$ cat src/rtl/pll_reset_pkg.sv
// Shared state encoding and default timing constants for the PLL lock reset sequencer.
package pll_reset_pkg;

    typedef enum logic [1:0] {
        WAIT_LOCK = 2'd0,
        STABILIZE = 2'd1,
        RELEASE   = 2'd2,
        RUN       = 2'd3
    } state_t;

    localparam int DEF_SYNC_STAGES   = 2;
    localparam int DEF_STABLE_CYCLES = 256;
    localparam int DEF_STAGE_GAP     = 16;
    localparam int DEF_NUM_STAGES    = 3;
    localparam int DEF_CNT_W         = 8;

endpackage

$ cat src/rtl/sync_ff_chain.sv
// Plain flop chain for bringing an asynchronous level into the clk domain.
module sync_ff_chain #(
    parameter int STAGES = 2
) (
    input  logic clk,
    input  logic resetn,
    input  logic d,
    output logic q
);

    logic [STAGES-1:0] chain;

    always_ff @(posedge clk) begin
        if (!resetn) begin
            chain <= '0;
        end else begin
            chain <= {chain[STAGES-2:0], d};
        end
    end

    assign q = chain[STAGES-1];

endmodule

$ cat src/rtl/pll_lock_reset_sequencer.sv
// Waits for a stable PLL lock, then releases per-stage resets in order with fixed gaps;
// any lock loss pulls every stage back into reset and is counted once a stage was out.
module pll_lock_reset_sequencer
    import pll_reset_pkg::*;
#(
    parameter int SYNC_STAGES   = DEF_SYNC_STAGES,
    parameter int STABLE_CYCLES = DEF_STABLE_CYCLES,
    parameter int STAGE_GAP     = DEF_STAGE_GAP,
    parameter int NUM_STAGES    = DEF_NUM_STAGES,
    parameter int CNT_W         = DEF_CNT_W
) (
    input  logic                  clk,
    input  logic                  resetn,
    input  logic                  pll_locked,
    input  logic                  soft_reset_req,
    output logic [NUM_STAGES-1:0] stage_resetn,
    output logic                  ready,
    output logic [CNT_W-1:0]      lock_loss_count
);

    localparam int STB_W = $clog2(STABLE_CYCLES + 1);
    localparam int GAP_W = (STAGE_GAP > 1) ? $clog2(STAGE_GAP) : 1;
    localparam int IDX_W = $clog2(NUM_STAGES + 1);

    logic                  locked_s;
    state_t                state, state_n;
    logic [STB_W-1:0]      stable_cnt, stable_cnt_n;
    logic [GAP_W-1:0]      gap_cnt, gap_cnt_n;
    logic [IDX_W-1:0]      idx, idx_n;
    logic [NUM_STAGES-1:0] stage_n;
    logic                  ready_n;
    logic [CNT_W-1:0]      count_n;

    sync_ff_chain #(.STAGES(SYNC_STAGES)) u_lock_sync (
        .clk    (clk),
        .resetn (resetn),
        .d      (pll_locked),
        .q      (locked_s)
    );

    always_ff @(posedge clk) begin
        if (!resetn) begin
            state           <= WAIT_LOCK;
            stable_cnt      <= '0;
            gap_cnt         <= '0;
            idx             <= '0;
            stage_resetn    <= '0;
            ready           <= 1'b0;
            lock_loss_count <= '0;
        end else begin
            state           <= state_n;
            stable_cnt      <= stable_cnt_n;
            gap_cnt         <= gap_cnt_n;
            idx             <= idx_n;
            stage_resetn    <= stage_n;
            ready           <= ready_n;
            lock_loss_count <= count_n;
        end
    end

    always_comb begin
        state_n      = state;
        stable_cnt_n = stable_cnt;
        gap_cnt_n    = gap_cnt;
        idx_n        = idx;
        stage_n      = stage_resetn;
        ready_n      = ready;
        count_n      = lock_loss_count;

        if (state != WAIT_LOCK && !locked_s) begin
            // Stages release in index order, so bit 0 tells whether anything was out of reset.
            state_n      = WAIT_LOCK;
            stage_n      = '0;
            ready_n      = 1'b0;
            stable_cnt_n = '0;
            gap_cnt_n    = '0;
            idx_n        = '0;
            if (stage_resetn[0] && lock_loss_count != {CNT_W{1'b1}}) begin
                count_n = lock_loss_count + CNT_W'(1);
            end
        end else begin
            case (state)
                WAIT_LOCK: begin
                    stage_n = '0;
                    ready_n = 1'b0;
                    if (locked_s) begin
                        state_n      = STABILIZE;
                        stable_cnt_n = STB_W'(1);
                    end
                end
                STABILIZE: begin
                    if (stable_cnt == STB_W'(STABLE_CYCLES)) begin
                        stage_n[0] = 1'b1;
                        idx_n      = IDX_W'(1);
                        gap_cnt_n  = '0;
                        if (NUM_STAGES == 1) begin
                            ready_n = 1'b1;
                            state_n = RUN;
                        end else begin
                            state_n = RELEASE;
                        end
                    end else begin
                        stable_cnt_n = stable_cnt + STB_W'(1);
                    end
                end
                RELEASE: begin
                    if (gap_cnt == GAP_W'(STAGE_GAP - 1)) begin
                        for (int i = 0; i < NUM_STAGES; i++) begin
                            if (idx == IDX_W'(i)) stage_n[i] = 1'b1;
                        end
                        idx_n     = idx + IDX_W'(1);
                        gap_cnt_n = '0;
                        if (idx == IDX_W'(NUM_STAGES - 1)) begin
                            ready_n = 1'b1;
                            state_n = RUN;
                        end
                    end else begin
                        gap_cnt_n = gap_cnt + GAP_W'(1);
                    end
                end
                RUN: begin
                    if (soft_reset_req) begin
                        state_n      = STABILIZE;
                        stable_cnt_n = STB_W'(1);
                        stage_n      = '0;
                        ready_n      = 1'b0;
                        idx_n        = '0;
                        gap_cnt_n    = '0;
                    end
                end
                default: state_n = WAIT_LOCK;
            endcase
        end
    end

endmodule

$ cat config.mk
export PLATFORM = sky130hd
export DESIGN_NAME = pll_lock_reset_sequencer
export DESIGN_NICKNAME = d
export VERILOG_FILES = /design/src/rtl/pll_reset_pkg.sv /design/src/rtl/sync_ff_chain.sv /design/src/rtl/pll_lock_reset_sequencer.sv
export SDC_FILE = /design/constraint.sdc
export NUM_CORES = 1
export LEC_CHECK = 0
export ABC_AREA = 1
export CORE_ASPECT_RATIO = 0.8
export CORE_MARGIN = 1
export CORE_UTILIZATION = 57
export CTS_CLUSTER_DIAMETER = 40
export DETAILED_ROUTE_END_ITERATION = 8
export MAX_ROUTING_LAYER = met4
export PLACE_DENSITY = 0.79
export SKIP_LAST_GASP = 1
export SLEW_MARGIN = 20
export SYNTH_ARGS = -nofsm -noshare
export SYNTH_HDL_FRONTEND = slang
export SYNTH_HIERARCHICAL = 1
export SYNTH_SLANG_ARGS = --single-unit
$ cat constraint.sdc
create_clock -name clk -period 2 [get_ports clk]
set_input_delay 0.3 -clock clk [delete_from_list [all_inputs] [get_ports clk]]
set_output_delay 0.3 -clock clk [all_outputs]
set_load 0.005 [all_outputs]
Word level (Yosys, flattened, before mapping)
Cells that the tools add are included.
{"block": "classes", "add_sub_neg": 4, "muxes": 29, "eq_ne": 16, "bitwise_logic": 1, "n_reduce_logical": 18}
{"op": "2-to-1 mux 9 bit", "count": 3}
{"op": "case mux 9 bit (3 select lines)", "count": 1}
{"op": "AND reduction 4 bit", "count": 5}
{"op": "2-to-1 mux 2 bit", "count": 8}
{"op": "!= test 2 bit, second input constant", "count": 7}
{"op": "2-to-1 mux 4 bit", "count": 3}
{"op": "case mux 2 bit (3 select lines)", "count": 2}
{"op": "case mux 4 bit (3 select lines)", "count": 1}
{"op": "adder 9 x 1 -> 9 bit, second input constant", "count": 1}
{"op": "equality test 9 bit, second input constant", "count": 1}
{"op": "nonzero test 3 bit", "count": 3}
{"op": "adder 8 x 1 -> 8 bit, second input constant", "count": 1}
{"op": "!= test 8 bit, second input constant", "count": 1}
{"op": "case mux 2 bit (4 select lines)", "count": 1}
{"op": "equality test 2 bit, second input constant", "count": 3}
{"op": "2-to-1 mux 1 bit", "count": 6}
{"op": "2-to-1 mux 3 bit", "count": 2}
{"op": "AND reduction 5 bit", "count": 1}
{"op": "adder 4 x 1 -> 4 bit, second input constant", "count": 1}
{"op": "equality test 2 x 1 -> 1 bit, second input constant", "count": 2}
{"op": "equality test 4 bit, second input constant", "count": 1}
{"op": "logical NOT 2 bit", "count": 2}
{"op": "case mux 1 bit (4 select lines)", "count": 1}
{"op": "case mux 1 bit (3 select lines)", "count": 1}
{"op": "other kinds (9)", "count": 10}
{"block": "word_totals", "wordCells": 78, "reg_bits": 31}

Longest topological paths before layout
{"block": "logic_depth", "word_depth": 4, "mapped_depth": 11, "ltp_nobuf": 11}

Modules after synthesis
The synthesis kept the hierarchy.
{"mod": "pll_lock_reset_sequencer", "n_inst": 1, "area_per_inst_um2": 1762.9, "seq_area_each_um2": 560.5, "cells_per_inst": 266}
{"mod": "sync_ff_chain", "n_inst": 1, "area_per_inst_um2": 55.1, "seq_area_each_um2": 40.0, "cells_per_inst": 6}

Worst setup path before layout
No wires, ideal clock.
{"block": "synth_timing", "path_type": "reg-to-reg", "from": "register state[0]", "to": "register state[1]", "period_less_slack_ps": 1449, "n_path_buf": 0, "t_arrival_ps": 1335, "path_stages_with_launch": 11, "slack_ps": 551, "path_cell_list": "dfxtp_1 -> inv_1 -> ha_1 -> inv_2 -> or2_4 -> o21ai_2 -> inv_2 -> nand3_2 -> nand2_1 -> nand2_1 -> nor2_2"}
{"block": "synth_between", "elab_chain_len": 3}
{"item": "start: declaration", "line_no": "pll_lock_reset_sequencer.sv:26", "rtl": "state_t state, state_n;"}
{"item": "start signal: assignment", "line_no": "pll_lock_reset_sequencer.sv:51", "rtl": "state <= state_n;"}
{"item": "equality test 2 bit, or another cell as far along", "line_no": "pll_lock_reset_sequencer.sv:82", "rtl": "case (state)"}
{"item": "!= test 2 bit (no line), or another cell as far along"}
{"item": "AND reduction 5 bit (no line) or OR reduction 2 bit (tied branches)"}
Parallel ways exist; a longest one is shown, timed or not.
A chain may end at the register's enable or synchronous reset.

Worst setup path in the final report
{"block": "layout_timing", "from": "register state[0]", "to": "register stable_cnt[5]"}
{"block": "layout_between", "elab_chain_len": 3}
{"item": "equality test 2 x 1 -> 1 bit, or another cell as far along", "line_no": "pll_lock_reset_sequencer.sv:82"}
{"item": "!= test 2 bit (no line), or another cell as far along"}
{"item": "AND reduction 4 bit (no line) or OR reduction 2 bit (tied branches)"}
{"item": "end signal: assignment", "line_no": "pll_lock_reset_sequencer.sv:52", "rtl": "stable_cnt <= stable_cnt_n;"}
{"item": "end: declaration", "line_no": "pll_lock_reset_sequencer.sv:27", "rtl": "logic [STB_W-1:0] stable_cnt, stable_cnt_n;"}
Parallel ways exist; a longest one is shown, timed or not.

==> flow_metrics.env <==
export IMPL_dr_pass1_iters=4
export IMPL_hold_path_class="flop to flop"
export IMPL_cp_top_family="simple AND/OR/NAND/NOR gates"
export IMPL_gp_congestion=0.857
export IMPL_finalSetupTns_ns=0
export IMPL_synth_cell_type_count=28
export IMPL_syn_nets=289
export IMPL_pin_count=16
export IMPL_startpoint_type="flop"
export IMPL_antennaDiodeCount=0
export IMPL_area_growth_syn_to_layout_pct=16.1
export IMPL_outcome="finished clean"
export IMPL_endpoint_kind="flop"
export IMPL_fin_nets=309
export IMPL_synth_edf_count=0
export IMPL_ant_nets=0
export IMPL_critPathMaxStageDelay_ns=0.39
export IMPL_synth_area_mm2=0.00182
export IMPL_setup_viol=0
export IMPL_coreArea_mm2=0.00289
export IMPL_crit_slowest_cell="dfxtp_1"
export IMPL_cts_sinks=30
export IMPL_syn_inst=272
export IMPL_path_cells="inv_1 > ha_1 > inv_1 > o21ai_0 > inv_1 > nand3_2 > nand2_1 > nand2_1 > a21oi_1"
export IMPL_fin_crit_ns=1.65
export IMPL_path_clk_slew_ns=0.06
export IMPL_synth_top_area_share_pct=33.0
export IMPL_critPathMostFrequentCell="inv_1"
export IMPL_antenna_found_initial=0
export IMPL_skew_ns=0.00535
export IMPL_cts_root_buffer="clkbuf_8"
export IMPL_grt_pass1_vias=1490
export IMPL_tightest_slew_ns=0.274
export IMPL_yosysSeqAreaShare_pct=33.0
export IMPL_drive_gt1_share_pct=10.6
export IMPL_overflow=0
export IMPL_hold_viol=0
export IMPL_async_reset_ff_share_pct=0
export IMPL_yosysWarnings=6
export IMPL_die_area_mm2=0.00342
export IMPL_post_cts_resized=0
export IMPL_yosysTopAreaCell="dfxtp_1"
export IMPL_wl_met1_um=1870
export IMPL_cts_max_path_buffers=2
export IMPL_portBuffers=15
export IMPL_crit_buf_inv=3
export IMPL_synthFlopType="dfxtp_1"
export IMPL_ir_worst_vdd_mv=0.727
export IMPL_finalWirelength_um=3650
export IMPL_post_cts_setup_buffer_count=0
export IMPL_dp_worst_setup_slack_ns=0.268
export IMPL_start_util_pct=62.8
export IMPL_syn_area_per_cell_um2=6.68
export IMPL_route_detailed_drc=0
export IMPL_path_class="flop to flop"
export IMPL_grt_pass1_wl_um=6380
export IMPL_via_count=1658
export IMPL_slew_limit_headroom_pct=81.6
export IMPL_min_period_over_period_pct=82.7
export IMPL_wl_met3_um=143
export IMPL_cts_hold_buffers=0
export IMPL_drv_slew=0
export IMPL_die_x_um=65.1
export IMPL_grt_max_degree=12
export IMPL_met2WireLength_um=1590
export IMPL_p_per_area_mw_per_mm2=974
export IMPL_total_power_w=0.00206
export IMPL_drt_initial_drc_count=127
export IMPL_p_leak_nw=0.955
export IMPL_cts_tree="yes"
export IMPL_fin_ws_ns=0.346
export IMPL_clk_latency_ns=0.28
export IMPL_die_y_um=52.5
export IMPL_synth_area_leaders="dfxtp_1, nand2_1, ha_1"
export IMPL_top_layer="met4"
export IMPL_wire_per_inst_um=11.0
export IMPL_maxCapViolations=0
export IMPL_cts_made_buffers=5
export IMPL_synth_seq_cells=30
export IMPL_grt_total_usage_pct=25.4
export IMPL_crit_fanout=11
export IMPL_rsz0062_at_grt="no"
export IMPL_cts_max_level=2
export IMPL_dp_hpwl_um=2660
export IMPL_num_rows=17
export IMPL_required_ns=2.21
export IMPL_vias_per_cell=5.01
export IMPL_fin_util_pct=73.0
export IMPL_worstPathArrival_ns=1.87
export IMPL_max_clock_freq_ghz=0.605
[power by group]
group	internal, W	switching [W]
combinational	0.000273	0.000483
sequential	0.000666	0.0000564
clock	0.000347	0.000231
total	0.00129	0.000770
[per-layer routing]
layer / vias to the layer above / track usage (%)
met5: - / -
met4: 0 / 9.06
met3: 5 / 7.39
met2: 24 / 38.5
met1: 741 / 32.3
li1: 888 / -
[flip-flops by register name, indices dropped and copies added, names as in the netlist]
register,count
stable_cnt,9
u_lock_sync/chain,2
gap_cnt,4
idx,2
state,2
lock_loss_count,8
stage_resetn,3
[final timing paths]
path / start / to / slack [ns] / cells after the start
worst max register to register: state[0]$_SDFFE_PP0P_ / stable_cnt[5]$_SDFFE_PP0P_ / 0.35 / 9
worst min-delay path: u_lock_sync/chain[0]$_SDFF_PN0_ / u_lock_sync/chain[1]$_SDFF_PN0_ / 0.42 / 2
worst max-delay path: state[0]$_SDFFE_PP0P_ / stable_cnt[5]$_SDFFE_PP0P_ / 0.35 / 9
worst min register to register: u_lock_sync/chain[0]$_SDFF_PN0_ / u_lock_sync/chain[1]$_SDFF_PN0_ / 0.42 / 2
[synth_stat cells, types with 2 or more instances]
cell type / number
ha_1: 13
nand4_1: 4
nand2_1: 75
or2_2: 2
xnor2_1: 3
inv_1: 36
nor2_2: 3
o21ai_1: 2
dfxtp_1: 30
a21oi_1: 20
o21ai_0: 5
inv_2: 6
nand3_2: 3
nor2_1: 29
nand2_2: 5
xor2_1: 4
nand3_1: 21
[worst reg2reg max path, cell delays in order (launching register included)]
cell and delay, ns:
dfxtp_1 0.39, inv_1 0.11, ha_1 0.22, inv_1 0.08
o21ai_0 0.07, inv_1 0.10, nand3_2 0.20, nand2_1 0.22
nand2_1 0.07, a21oi_1 0.13
[cells by family after synthesis]
kind of cell,synth area share (%)
DFF,33.0
and+or+nand+nor,35.0
buffers and inverters,10.1
adders and majority gates,8.95
xor gates and xnor gates,3.37
AOI/OAI and AO/OA,9.57
[area by class of cell]
cell class,count,area [µm²]
timing repair buffer,16,158
tap,38,47.5
multi-input combinational,196,1030
fill,259,782
sequential,30,601
clock buffer,8,110
inverter,43,161
[per-stage QoR]
step | hold slack [ns] | instance area [µm²] | cells
after global placement | 0.399 | 2000 | 323
after floorplan | 0.390 | 1820 | 272
after detailed placement | 0.406 | 2000 | 323
after global routing | 0.450 | 2110 | 331
after CTS | 0.422 | 2110 | 331
final | 0.418 | 2110 | 331
[cell usage in the layout (no fill, tap or decap), types with 4 or more instances in the layout]
master           instances
a21oi_1                 20
nand2_1                 75
clkbuf_8                 8
ha_1                    13
inv_1                   36
clkdlybuf4s50_1         15
nand2_2                  5
inv_2                    6
nand4_1                  4
nand3_1                 21
o21ai_0                  5
xor2_1                   4
nor2_1                  29
dfxtp_1                 30
Power figures use the tool's default switching activity.
